==> config.mk <==
export PLATFORM = sky130hd
export DESIGN_NAME = mem_arbiter_flat
export DESIGN_NICKNAME = d
export VERILOG_FILES = /design/src/rtl/mem_arbiter_if.sv /design/src/rtl/mem_arbiter.sv /design/src/flat_wrapper.sv
export SDC_FILE = /design/constraint.sdc
export NUM_CORES = 1
export LEC_CHECK = 0
export CAP_MARGIN = 25
export CORE_MARGIN = 5
export CORE_UTILIZATION = 30
export CTS_CLUSTER_SIZE = 16
export DETAILED_ROUTE_END_ITERATION = 12
export GPL_TIMING_DRIVEN = 0
export PLACE_DENSITY_LB_ADDON = 0.2
export SETUP_SLACK_MARGIN = 0.4
export SLEW_MARGIN = 10
export SYNTH_ARGS = -nofsm -noshare
export SYNTH_HDL_FRONTEND = slang
export SYNTH_SLANG_ARGS = --single-unit
==> constraint.sdc <==
create_clock -name clock -period 5.3 [get_ports clock]
set_input_delay 1.325 -clock clock [delete_from_list [all_inputs] [get_ports clock]]
set_output_delay 1.325 -clock clock [all_outputs]
set_load 0.01 [all_outputs]
==> src/rtl/mem_arbiter_if.sv <==
// Bus bundles for mem_arbiter: the CPU-facing fetch/data port and the
// memory-facing single-port request channel.

interface arb_cpu_if #(
  parameter int unsigned XLEN = 32
);
  logic            if_req;
  logic [XLEN-1:0] if_addr;
  logic [31:0]     if_rdata;
  logic            if_valid;
  logic            d_load;
  logic            d_store;
  logic [XLEN-1:0] d_addr;
  logic [XLEN-1:0] d_wdata;
  logic [XLEN-1:0] d_rdata;
  logic            d_valid;
  logic            stall;
  logic            bus_err;

  // CPU pipeline side
  modport master (
    output if_req, if_addr, d_load, d_store, d_addr, d_wdata,
    input  if_rdata, if_valid, d_rdata, d_valid, stall, bus_err
  );

  // Arbiter side
  modport slave (
    input  if_req, if_addr, d_load, d_store, d_addr, d_wdata,
    output if_rdata, if_valid, d_rdata, d_valid, stall, bus_err
  );
endinterface

interface arb_mem_if #(
  parameter int unsigned XLEN = 32
);
  logic            mem_req;
  logic            mem_we;
  logic [XLEN-1:0] mem_addr;
  logic [XLEN-1:0] mem_wdata;
  logic [XLEN-1:0] mem_rdata;
  logic            mem_ready;

  // Arbiter side
  modport master (
    output mem_req, mem_we, mem_addr, mem_wdata,
    input  mem_rdata, mem_ready
  );

  // Memory side
  modport slave (
    input  mem_req, mem_we, mem_addr, mem_wdata,
    output mem_rdata, mem_ready
  );
endinterface

==> src/rtl/mem_arbiter.sv <==
// Shares one variable-latency single-port memory between instruction fetch
// and data access: data first, then fetch, stalling the pipeline until done.

module mem_arbiter #(
  parameter int unsigned XLEN    = 32,
  parameter int unsigned TIMEOUT = 255
) (
  input  logic      clock,
  input  logic      reset,
  arb_cpu_if.slave  cpu,
  arb_mem_if.master mem
);

  localparam int unsigned     CNT_W    = 8;
  localparam logic [CNT_W-1:0] CNT_LAST = CNT_W'(TIMEOUT - 1);
  localparam logic             TO_EN    = 1'(TIMEOUT != 0);
  localparam logic [31:0]      NOP_INST = 32'h0000_0013;

  localparam logic [1:0] S_IDLE   = 2'd0;
  localparam logic [1:0] S_D_WAIT = 2'd1;
  localparam logic [1:0] S_I_WAIT = 2'd2;
  localparam logic [1:0] S_DONE   = 2'd3;

  logic [1:0]       state_q, state_d;
  logic             d_load_q, d_load_d;
  logic             d_store_q, d_store_d;
  logic             if_req_q, if_req_d;
  logic             err_q, err_d;
  logic [XLEN-1:0]  d_addr_q, d_addr_d;
  logic [XLEN-1:0]  d_wdata_q, d_wdata_d;
  logic [XLEN-1:0]  if_addr_q, if_addr_d;
  logic [XLEN-1:0]  d_rdata_q, d_rdata_d;
  logic [31:0]      if_rdata_q, if_rdata_d;
  logic [CNT_W-1:0] cnt_q, cnt_d;

  logic             any_req;
  logic             timeout_hit;
  logic             access_end;

  logic             stall_c;
  logic             mem_req_c;
  logic             mem_we_c;
  logic [XLEN-1:0]  mem_addr_c;
  logic [XLEN-1:0]  mem_wdata_c;
  logic             if_valid_c;
  logic             d_valid_c;
  logic             bus_err_c;

  assign any_req     = cpu.d_load | cpu.d_store | cpu.if_req;
  // An access ends on mem_ready, or is aborted after TIMEOUT silent cycles.
  assign timeout_hit = TO_EN && (cnt_q == CNT_LAST) && !mem.mem_ready;
  assign access_end  = mem.mem_ready | timeout_hit;

  // State and capture registers
  always_ff @(posedge clock or negedge reset) begin
    if (!reset) begin
      state_q    <= S_IDLE;
      d_load_q   <= 1'b0;
      d_store_q  <= 1'b0;
      if_req_q   <= 1'b0;
      err_q      <= 1'b0;
      d_addr_q   <= '0;
      d_wdata_q  <= '0;
      if_addr_q  <= '0;
      d_rdata_q  <= '0;
      if_rdata_q <= '0;
      cnt_q      <= '0;
    end else begin
      state_q    <= state_d;
      d_load_q   <= d_load_d;
      d_store_q  <= d_store_d;
      if_req_q   <= if_req_d;
      err_q      <= err_d;
      d_addr_q   <= d_addr_d;
      d_wdata_q  <= d_wdata_d;
      if_addr_q  <= if_addr_d;
      d_rdata_q  <= d_rdata_d;
      if_rdata_q <= if_rdata_d;
      cnt_q      <= cnt_d;
    end
  end

  // Next-state and output decode
  always_comb begin
    state_d     = state_q;
    d_load_d    = d_load_q;
    d_store_d   = d_store_q;
    if_req_d    = if_req_q;
    err_d       = err_q;
    d_addr_d    = d_addr_q;
    d_wdata_d   = d_wdata_q;
    if_addr_d   = if_addr_q;
    d_rdata_d   = d_rdata_q;
    if_rdata_d  = if_rdata_q;
    cnt_d       = cnt_q;
    stall_c     = 1'b0;
    mem_req_c   = 1'b0;
    mem_we_c    = 1'b0;
    mem_addr_c  = '0;
    mem_wdata_c = '0;
    if_valid_c  = 1'b0;
    d_valid_c   = 1'b0;
    bus_err_c   = 1'b0;

    case (state_q)
      S_IDLE: begin
        // Stall is gated by reset so every output reads 0 while in reset.
        stall_c = any_req & reset;
        cnt_d   = '0;
        if (any_req) begin
          d_load_d  = cpu.d_load;
          d_store_d = cpu.d_store;
          d_addr_d  = cpu.d_addr;
          d_wdata_d = cpu.d_wdata;
          if_req_d  = cpu.if_req;
          if_addr_d = cpu.if_addr;
          state_d   = (cpu.d_load | cpu.d_store) ? S_D_WAIT : S_I_WAIT;
        end
      end

      S_D_WAIT: begin
        stall_c     = 1'b1;
        mem_req_c   = 1'b1;
        mem_we_c    = d_store_q;
        mem_addr_c  = d_addr_q;
        mem_wdata_c = d_wdata_q;
        cnt_d       = cnt_q + CNT_W'(1);
        if (access_end) begin
          cnt_d = '0;
          err_d = err_q | timeout_hit;
          // Load+store together is a store: d_rdata is left alone.
          if (d_load_q && !d_store_q) begin
            d_rdata_d = mem.mem_ready ? mem.mem_rdata : '0;
          end
          state_d = if_req_q ? S_I_WAIT : S_DONE;
        end
      end

      S_I_WAIT: begin
        stall_c    = 1'b1;
        mem_req_c  = 1'b1;
        mem_addr_c = if_addr_q;
        cnt_d      = cnt_q + CNT_W'(1);
        if (access_end) begin
          cnt_d      = '0;
          err_d      = err_q | timeout_hit;
          if_rdata_d = mem.mem_ready ? mem.mem_rdata[31:0] : NOP_INST;
          state_d    = S_DONE;
        end
      end

      S_DONE: begin
        if_valid_c = if_req_q;
        d_valid_c  = d_load_q | d_store_q;
        bus_err_c  = err_q;
        d_load_d   = 1'b0;
        d_store_d  = 1'b0;
        if_req_d   = 1'b0;
        err_d      = 1'b0;
        state_d    = S_IDLE;
      end

      default: state_d = S_IDLE;
    endcase
  end

  assign cpu.stall     = stall_c;
  assign cpu.if_valid  = if_valid_c;
  assign cpu.d_valid   = d_valid_c;
  assign cpu.bus_err   = bus_err_c;
  assign cpu.if_rdata  = if_rdata_q;
  assign cpu.d_rdata   = d_rdata_q;
  assign mem.mem_req   = mem_req_c;
  assign mem.mem_we    = mem_we_c;
  assign mem.mem_addr  = mem_addr_c;
  assign mem.mem_wdata = mem_wdata_c;

endmodule

==> src/flat_wrapper.sv <==
// flat-port wrapper written by rule: the top's interface ports become plain ports
module mem_arbiter_flat 
#(
  parameter int unsigned XLEN    = 32,
  parameter int unsigned TIMEOUT = 255
)
  (clock, reset, cpu_if_req, cpu_if_addr, cpu_d_load, cpu_d_store, cpu_d_addr, cpu_d_wdata, cpu_if_rdata, cpu_if_valid, cpu_d_rdata, cpu_d_valid, cpu_stall, cpu_bus_err, mem_mem_req, mem_mem_we, mem_mem_addr, mem_mem_wdata, mem_mem_rdata, mem_mem_ready);
  arb_cpu_if #(.XLEN(XLEN)) cpu_i ();
  arb_mem_if #(.XLEN(XLEN)) mem_i ();
  input  logic clock;
  input  logic reset;
  input wire logic [$bits(cpu_i.if_req)-1:0] cpu_if_req;
  input wire logic [$bits(cpu_i.if_addr)-1:0] cpu_if_addr;
  input wire logic [$bits(cpu_i.d_load)-1:0] cpu_d_load;
  input wire logic [$bits(cpu_i.d_store)-1:0] cpu_d_store;
  input wire logic [$bits(cpu_i.d_addr)-1:0] cpu_d_addr;
  input wire logic [$bits(cpu_i.d_wdata)-1:0] cpu_d_wdata;
  output wire logic [$bits(cpu_i.if_rdata)-1:0] cpu_if_rdata;
  output wire logic [$bits(cpu_i.if_valid)-1:0] cpu_if_valid;
  output wire logic [$bits(cpu_i.d_rdata)-1:0] cpu_d_rdata;
  output wire logic [$bits(cpu_i.d_valid)-1:0] cpu_d_valid;
  output wire logic [$bits(cpu_i.stall)-1:0] cpu_stall;
  output wire logic [$bits(cpu_i.bus_err)-1:0] cpu_bus_err;
  output wire logic [$bits(mem_i.mem_req)-1:0] mem_mem_req;
  output wire logic [$bits(mem_i.mem_we)-1:0] mem_mem_we;
  output wire logic [$bits(mem_i.mem_addr)-1:0] mem_mem_addr;
  output wire logic [$bits(mem_i.mem_wdata)-1:0] mem_mem_wdata;
  input wire logic [$bits(mem_i.mem_rdata)-1:0] mem_mem_rdata;
  input wire logic [$bits(mem_i.mem_ready)-1:0] mem_mem_ready;
  assign cpu_i.if_req = cpu_if_req;
  assign cpu_i.if_addr = cpu_if_addr;
  assign cpu_i.d_load = cpu_d_load;
  assign cpu_i.d_store = cpu_d_store;
  assign cpu_i.d_addr = cpu_d_addr;
  assign cpu_i.d_wdata = cpu_d_wdata;
  assign cpu_if_rdata = cpu_i.if_rdata;
  assign cpu_if_valid = cpu_i.if_valid;
  assign cpu_d_rdata = cpu_i.d_rdata;
  assign cpu_d_valid = cpu_i.d_valid;
  assign cpu_stall = cpu_i.stall;
  assign cpu_bus_err = cpu_i.bus_err;
  assign mem_mem_req = mem_i.mem_req;
  assign mem_mem_we = mem_i.mem_we;
  assign mem_mem_addr = mem_i.mem_addr;
  assign mem_mem_wdata = mem_i.mem_wdata;
  assign mem_i.mem_rdata = mem_mem_rdata;
  assign mem_i.mem_ready = mem_mem_ready;
  mem_arbiter #(.XLEN(XLEN), .TIMEOUT(TIMEOUT)) u_core (.clock(clock), .reset(reset), .cpu(cpu_i), .mem(mem_i));
endmodule
; ---- Word-level counts from Yosys, hierarchy flattened
; Cells that the tools add are included.
[classes]
addsub = 1
n_eq_ne = 8
muxes = 26
n_bitwise = 6
n_reduce_logical = 15
[ops]
columns = operator, count
row1 = 2-to-1 mux 32 bit, 3
row2 = one-hot mux 32 bit (2 select lines), 1
row3 = one-hot mux 8 bit (2 select lines), 1
row4 = 2-to-1 mux 1 bit, 10
row5 = one-hot mux 1 bit (2 select lines), 5
row6 = adder 8 x 1 -> 8 bit (second input constant), 1
row7 = == test 8 bit (second input constant), 1
row8 = 2-to-1 mux 2 bit, 4
row9 = 2-to-1 mux 8 bit, 1
row10 = != test 2 x 1 -> 1 bit (second input constant), 4
row11 = one-hot mux 2 bit (4 select lines), 1
row12 = AND reduction 2 bit, 4
row13 = AND reduction 3 bit, 2
row14 = nonzero test 2 bit, 3
row15 = OR 1 bit, 5
row16 = == test 2 bit (second input constant), 2
row17 = == test 2 x 1 -> 1 bit (second input constant), 1
row18 = logical AND 1 bit, 2
row19 = zero test 1 bit, 2
row20 = zero test 2 bit, 1
row21 = OR reduction 2 bit, 1
row22 = bitwise AND 1 bit, 1
[word_totals]
reg_bits = 174
in_bits = 134
output_inout_bits = 134
wordCells = 67

; ---- Depth between registers and ports, before layout
[logic_depth]
word_depth = 5
mapped_depth = 8
ltp_nobuf = 6

; ---- Worst setup path before layout
; OpenSTA, ideal clock, no wires.
[synth_timing]
path_type = input -> output
start = in cpu_d_store
end = out cpu_stall
arrival_ns = 2.137
t_required_ns = 3.975
slack_ns = 1.838
path_stages = 5
n_path_buf = 1
path_cell_list = o31ai_4 inv_2 buf_2 a21oi_1 nor2_1
[synth_via]
elab_chain_len = 4
[synth_rtl]
columns = element, line_no
row1 = start: declaration, flat_wrapper.sv:15  ; input wire logic [$bits(cpu_i.d_store)-1:0] cpu_d_store;
row2 = OR 1 bit (2 in a row), mem_arbiter.sv:49  ; assign any_req = cpu.d_load | cpu.d_store | cpu.if_req;
row3 = bitwise AND 1 bit, mem_arbiter.sv:108  ; stall_c = any_req & reset;
row4 = one-hot mux 1 bit (2 select lines), mem_arbiter.sv:105  ; case (state_q)
row5 = end: declaration, flat_wrapper.sv:22  ; output wire logic [$bits(cpu_i.stall)-1:0] cpu_stall;
; No other way between the ends.

; ---- Final worst setup path
[layout_timing]
start = in cpu_if_req
end = out cpu_stall
[layout_via]
elab_chain_len = 3
[layout_rtl]
columns = element, line_no
row1 = start: declaration, flat_wrapper.sv:12  ; input wire logic [$bits(cpu_i.if_req)-1:0] cpu_if_req;
row2 = OR 1 bit, mem_arbiter.sv:49
row3 = bitwise AND 1 bit, mem_arbiter.sv:108
row4 = one-hot mux 1 bit (2 select lines), mem_arbiter.sv:105
; No other way between the ends.

==> results.yml <==
clock_network:
  cts.clk_slew.worst_paths_ps: 70
  ctsLongestPathBuffers: 2
  cts_hold_buf: 0
  cts_buffers: 17
  cts_tree: "built"
  insertion_delay_ps: 420
  cts_sinks: 174
  cts_setup_buffers: 1
  cts_resized: 0
  h-tree-depth: 4
  clk_root_buffer_cell: "clkbuf_16"
critical_path:
  crit_arrival_ps: 3420
  start_kind: "input port"
  path_max_fanout: 10
  r2r_end: "u_core.cpu.if_rdata[0]$_DFFE_PN0P_"
  crit_path_start: "cpu_if_req"
  critPathCapture: "cpu_stall"
  critical_path_required_ps: 3970
  path_class: "input port to output port"
  end_kind: "output port"
  reg2reg_setup_slack_ps: 2980
  worstReg2RegStart: "u_core.state_q[0]$_DFFE_PN0P_"
  rr_worst_depth: 6
synthesis:
  synthesis.nets: 903
  ys_seq_elements: 174
  ys.warnings.count: 0
  syn_area_per_cell_um2: 9.77
  syn-instance-count: 762
  netlist_area_um2: 7450
  ys_seq_area_share_pct: 58.5
  synth_cell_types: 39
sta:
  worstMarginPinSlew_ps: 922
  slew_violations: 0
  setup_viol: 0
  clock.fmax_ghz: 0.211
  fin_worst_skew_ps: 12.9
  grt_setup_unrepaired: "no"
  tns_ps: 0
  relSlewSlack_pct: 38.5
  fin_crit_sh_pct: 89.4
  fin_crit_ps: 4740
  hold_viol: 0
  worst_slack_ps: 559
  whs_ps: 468
routing:
  avgRoutedWirePerCell_um: 17.0
  drtAntennaViolNets: 0
  via_per_inst: 4.53
  first_pass_iters: 5
  drcViolationCount: 0
  vias: 6279
  routed_wl_um: 23600
  drtIter0Drc: 482
finish:
  syn_to_final_growth_pct: 50.0
  regArea_um2: 4350
  layout-drive-gt1-share_pct: 5.74
  layout.cells.non_filler: 1386
  multi_input_area_um2: 2830
  nFillCells: 2346
  nets: 1191
  diodes: 0
place:
  gp_congestion: 0.769
  io_buffers: 267
  dpl.hpwl_um: 16900
  post-place-ws_ps: 212
  dp.cells: 1354
power_and_ir_drop:
  power_per_cell_area_nw_per_um2: 596
  vdd_drop_max_uv: 288
  combPwrFrac_pct: 46.1
  clkPwrFrac_pct: 19.8
  p_switching_mw: 2.45
  swShare_pct: 36.8
  seqPwrFrac_pct: 34.1
  intPower_mw: 4.21
  p_leak_nw: 5.17
hold_path:
  min_path_type: "flip-flop to flip-flop"
  hold_path_depth: 2
flow_run:
  cap_viol_max_count: 0
global_route:
  grt_pass1_vias: 6473
  gr-total-overflow: 0
  antenna_found_initial: 3
  grt_usage_pct: 16.6
  grt_max_degree: 94
  grt_pass1_wl_um: 37100
floorplan:
  die_area_um2: 28100
  coreArea_um2: 24400
  die_x_um: 168
  start_util_pct: 30.5
  die_h_um: 168
  num_rows: 57
  io_pins: 268
status:
  status: "finished, final reports clean"
[cells in the final DEF (no fill, tap or decap), drive strengths merged]
master / netlist / final
mux2: 1 / 1
bufinv: 0 / 3
o22ai: 2 / 2
and4: 1 / 1
clkinv: 0 / 4
inv: 7 / 13
mux2i: 1 / 1
nand2b: 1 / 1
o22a: 3 / 3
nor3b: 1 / 1
a22oi: 32 / 32
or2: 1 / 1
a21oi: 6 / 6
o21ai: 5 / 5
nor2: 14 / 14
clkbuf: 29 / 46
o21a: 1 / 1
nand3: 1 / 1
a211oi: 1 / 1
a22o: 63 / 63
nand4: 2 / 2
ha: 7 / 7
clkinvlp: 0 / 1
a21o: 1 / 1
nand3b: 1 / 1
and3: 1 / 1
clkdlybuf4s50: 0 / 266
and2: 37 / 37
nand4b: 2 / 2
xnor2: 3 / 3
and4b: 1 / 1
nand2: 298 / 298
xor2: 3 / 3
nor2b: 35 / 35
buf: 23 / 26
and3b: 1 / 1
o31ai: 3 / 3
dfrtp: 174 / 174
[power by group through the flow]
stage	Combinational [mW]	Sequential (mW)	Clock, mW
after detailed placement	3.11	2.29	0
final	3.07	2.27	1.32
after floorplan	1.50	2.32	0
after CTS	3.13	2.27	1.35
after global placement	3.09	2.28	0
after global routing	3.40	2.35	1.40
[state kept, by name (all words and copies together), names as in the netlist]
register and count:
u_core.err_q 1, u_core.cpu.d_rdata 32, u_core.d_store_q 1, u_core.state_q 2, u_core.if_addr_q 32, u_core.cnt_q 8, u_core.d_load_q 1, u_core.cpu.if_rdata 32
u_core.if_req_q 1, u_core.d_wdata_q 32, u_core.d_addr_q 32
[metrics by stage]
step           cell area [um2]  total power, mW  utilization, %
3_5_place_dp             10600             5.39            43.3
6_report                 11200             6.66            45.8
5_1_grt                  11200             7.15            45.8
2_1_floorplan             7450             3.82               -
4_1_cts                  11200             6.75            45.8
3_3_place_gp             10500             5.37            43.2
[cell type report]
type,instances,share of cell area (%)
Inverter,7,0.235
Multi-Input combinational cell,529,25.4
Buffer,52,2.08
Clock inverter,14,1.61
Tap cell,324,3.63
Timing Repair Buffer,269,24.3
Sequential cell,174,39.0
Clock buffer,17,3.81
[worst min path at each step]
stage                                          start                          endpoint  slack [ps]
floorplan            u_core.d_wdata_q[0]$_DFFE_PN0P_   u_core.d_wdata_q[0]$_DFFE_PN0P_         440
global placement    u_core.d_wdata_q[11]$_DFFE_PN0P_  u_core.d_wdata_q[11]$_DFFE_PN0P_         450
detailed placement  u_core.d_wdata_q[21]$_DFFE_PN0P_  u_core.d_wdata_q[21]$_DFFE_PN0P_         450
CTS                  u_core.d_wdata_q[3]$_DFFE_PN0P_   u_core.d_wdata_q[3]$_DFFE_PN0P_         470
global route        u_core.d_wdata_q[11]$_DFFE_PN0P_  u_core.d_wdata_q[11]$_DFFE_PN0P_         490
finish              u_core.d_wdata_q[21]$_DFFE_PN0P_  u_core.d_wdata_q[21]$_DFFE_PN0P_         470
[synth_stat cells, drive strengths merged]
cell	instances	area share [%]
o22ai	2	0.17
ha	7	1.2
or2	1	0.084
nand4	2	0.17
a21oi	6	0.40
a22o	63	7.4
xor2	3	0.35
and3	1	0.084
and4b	1	0.13
nand3b	1	0.10
and2	37	3.1
xnor2	3	0.35
o31ai	3	0.49
o22a	3	0.35
clkbuf	29	1.5
nor2b	35	2.9
dfrtp	174	58
and3b	1	0.12
nand2	298	15
buf	23	1.7
nand2b	1	0.084
nor2	14	0.71
o21a	1	0.10
nand4b	2	0.32
a22oi	32	3.2
mux2i	1	0.13
mux2	1	0.15
nand3	1	0.067
nor3b	1	0.10
a21o	1	0.12
and4	1	0.15
inv	7	0.35
o21ai	5	0.34
a211oi	1	0.10
[critical path: stages]
cell,delay (ps)
clkdlybuf4s50_1,540
o31ai_4,370
inv_2,160
buf_2,220
a21oi_1,220
nor2_1,60
clkdlybuf4s50_1,510
[layer usage]
metal  GRT usage, %  vias to the layer above  part of all wire, %
li1               -                     3089                    -
met1           22.9                     2942                   46
met2           25.2                      221                   44
met3           6.44                       21                  8.9
met4           2.86                        6                 0.76
met5              0                        -                 0.14
[kinds of logic after synthesis]
| family | after synthesis | share of synthesized area, % |
|---|---|---|
| simple gates | 397 | 23.2 |
| flops | 174 | 58.5 |
| compound gates | 117 | 12.7 |
| buf+inv | 59 | 3.48 |
| fa+ha+maj | 7 | 1.18 |
| xor+xnor | 6 | 0.706 |
| mux | 2 | 0.286 |
(Power assumes the default switching activity.)
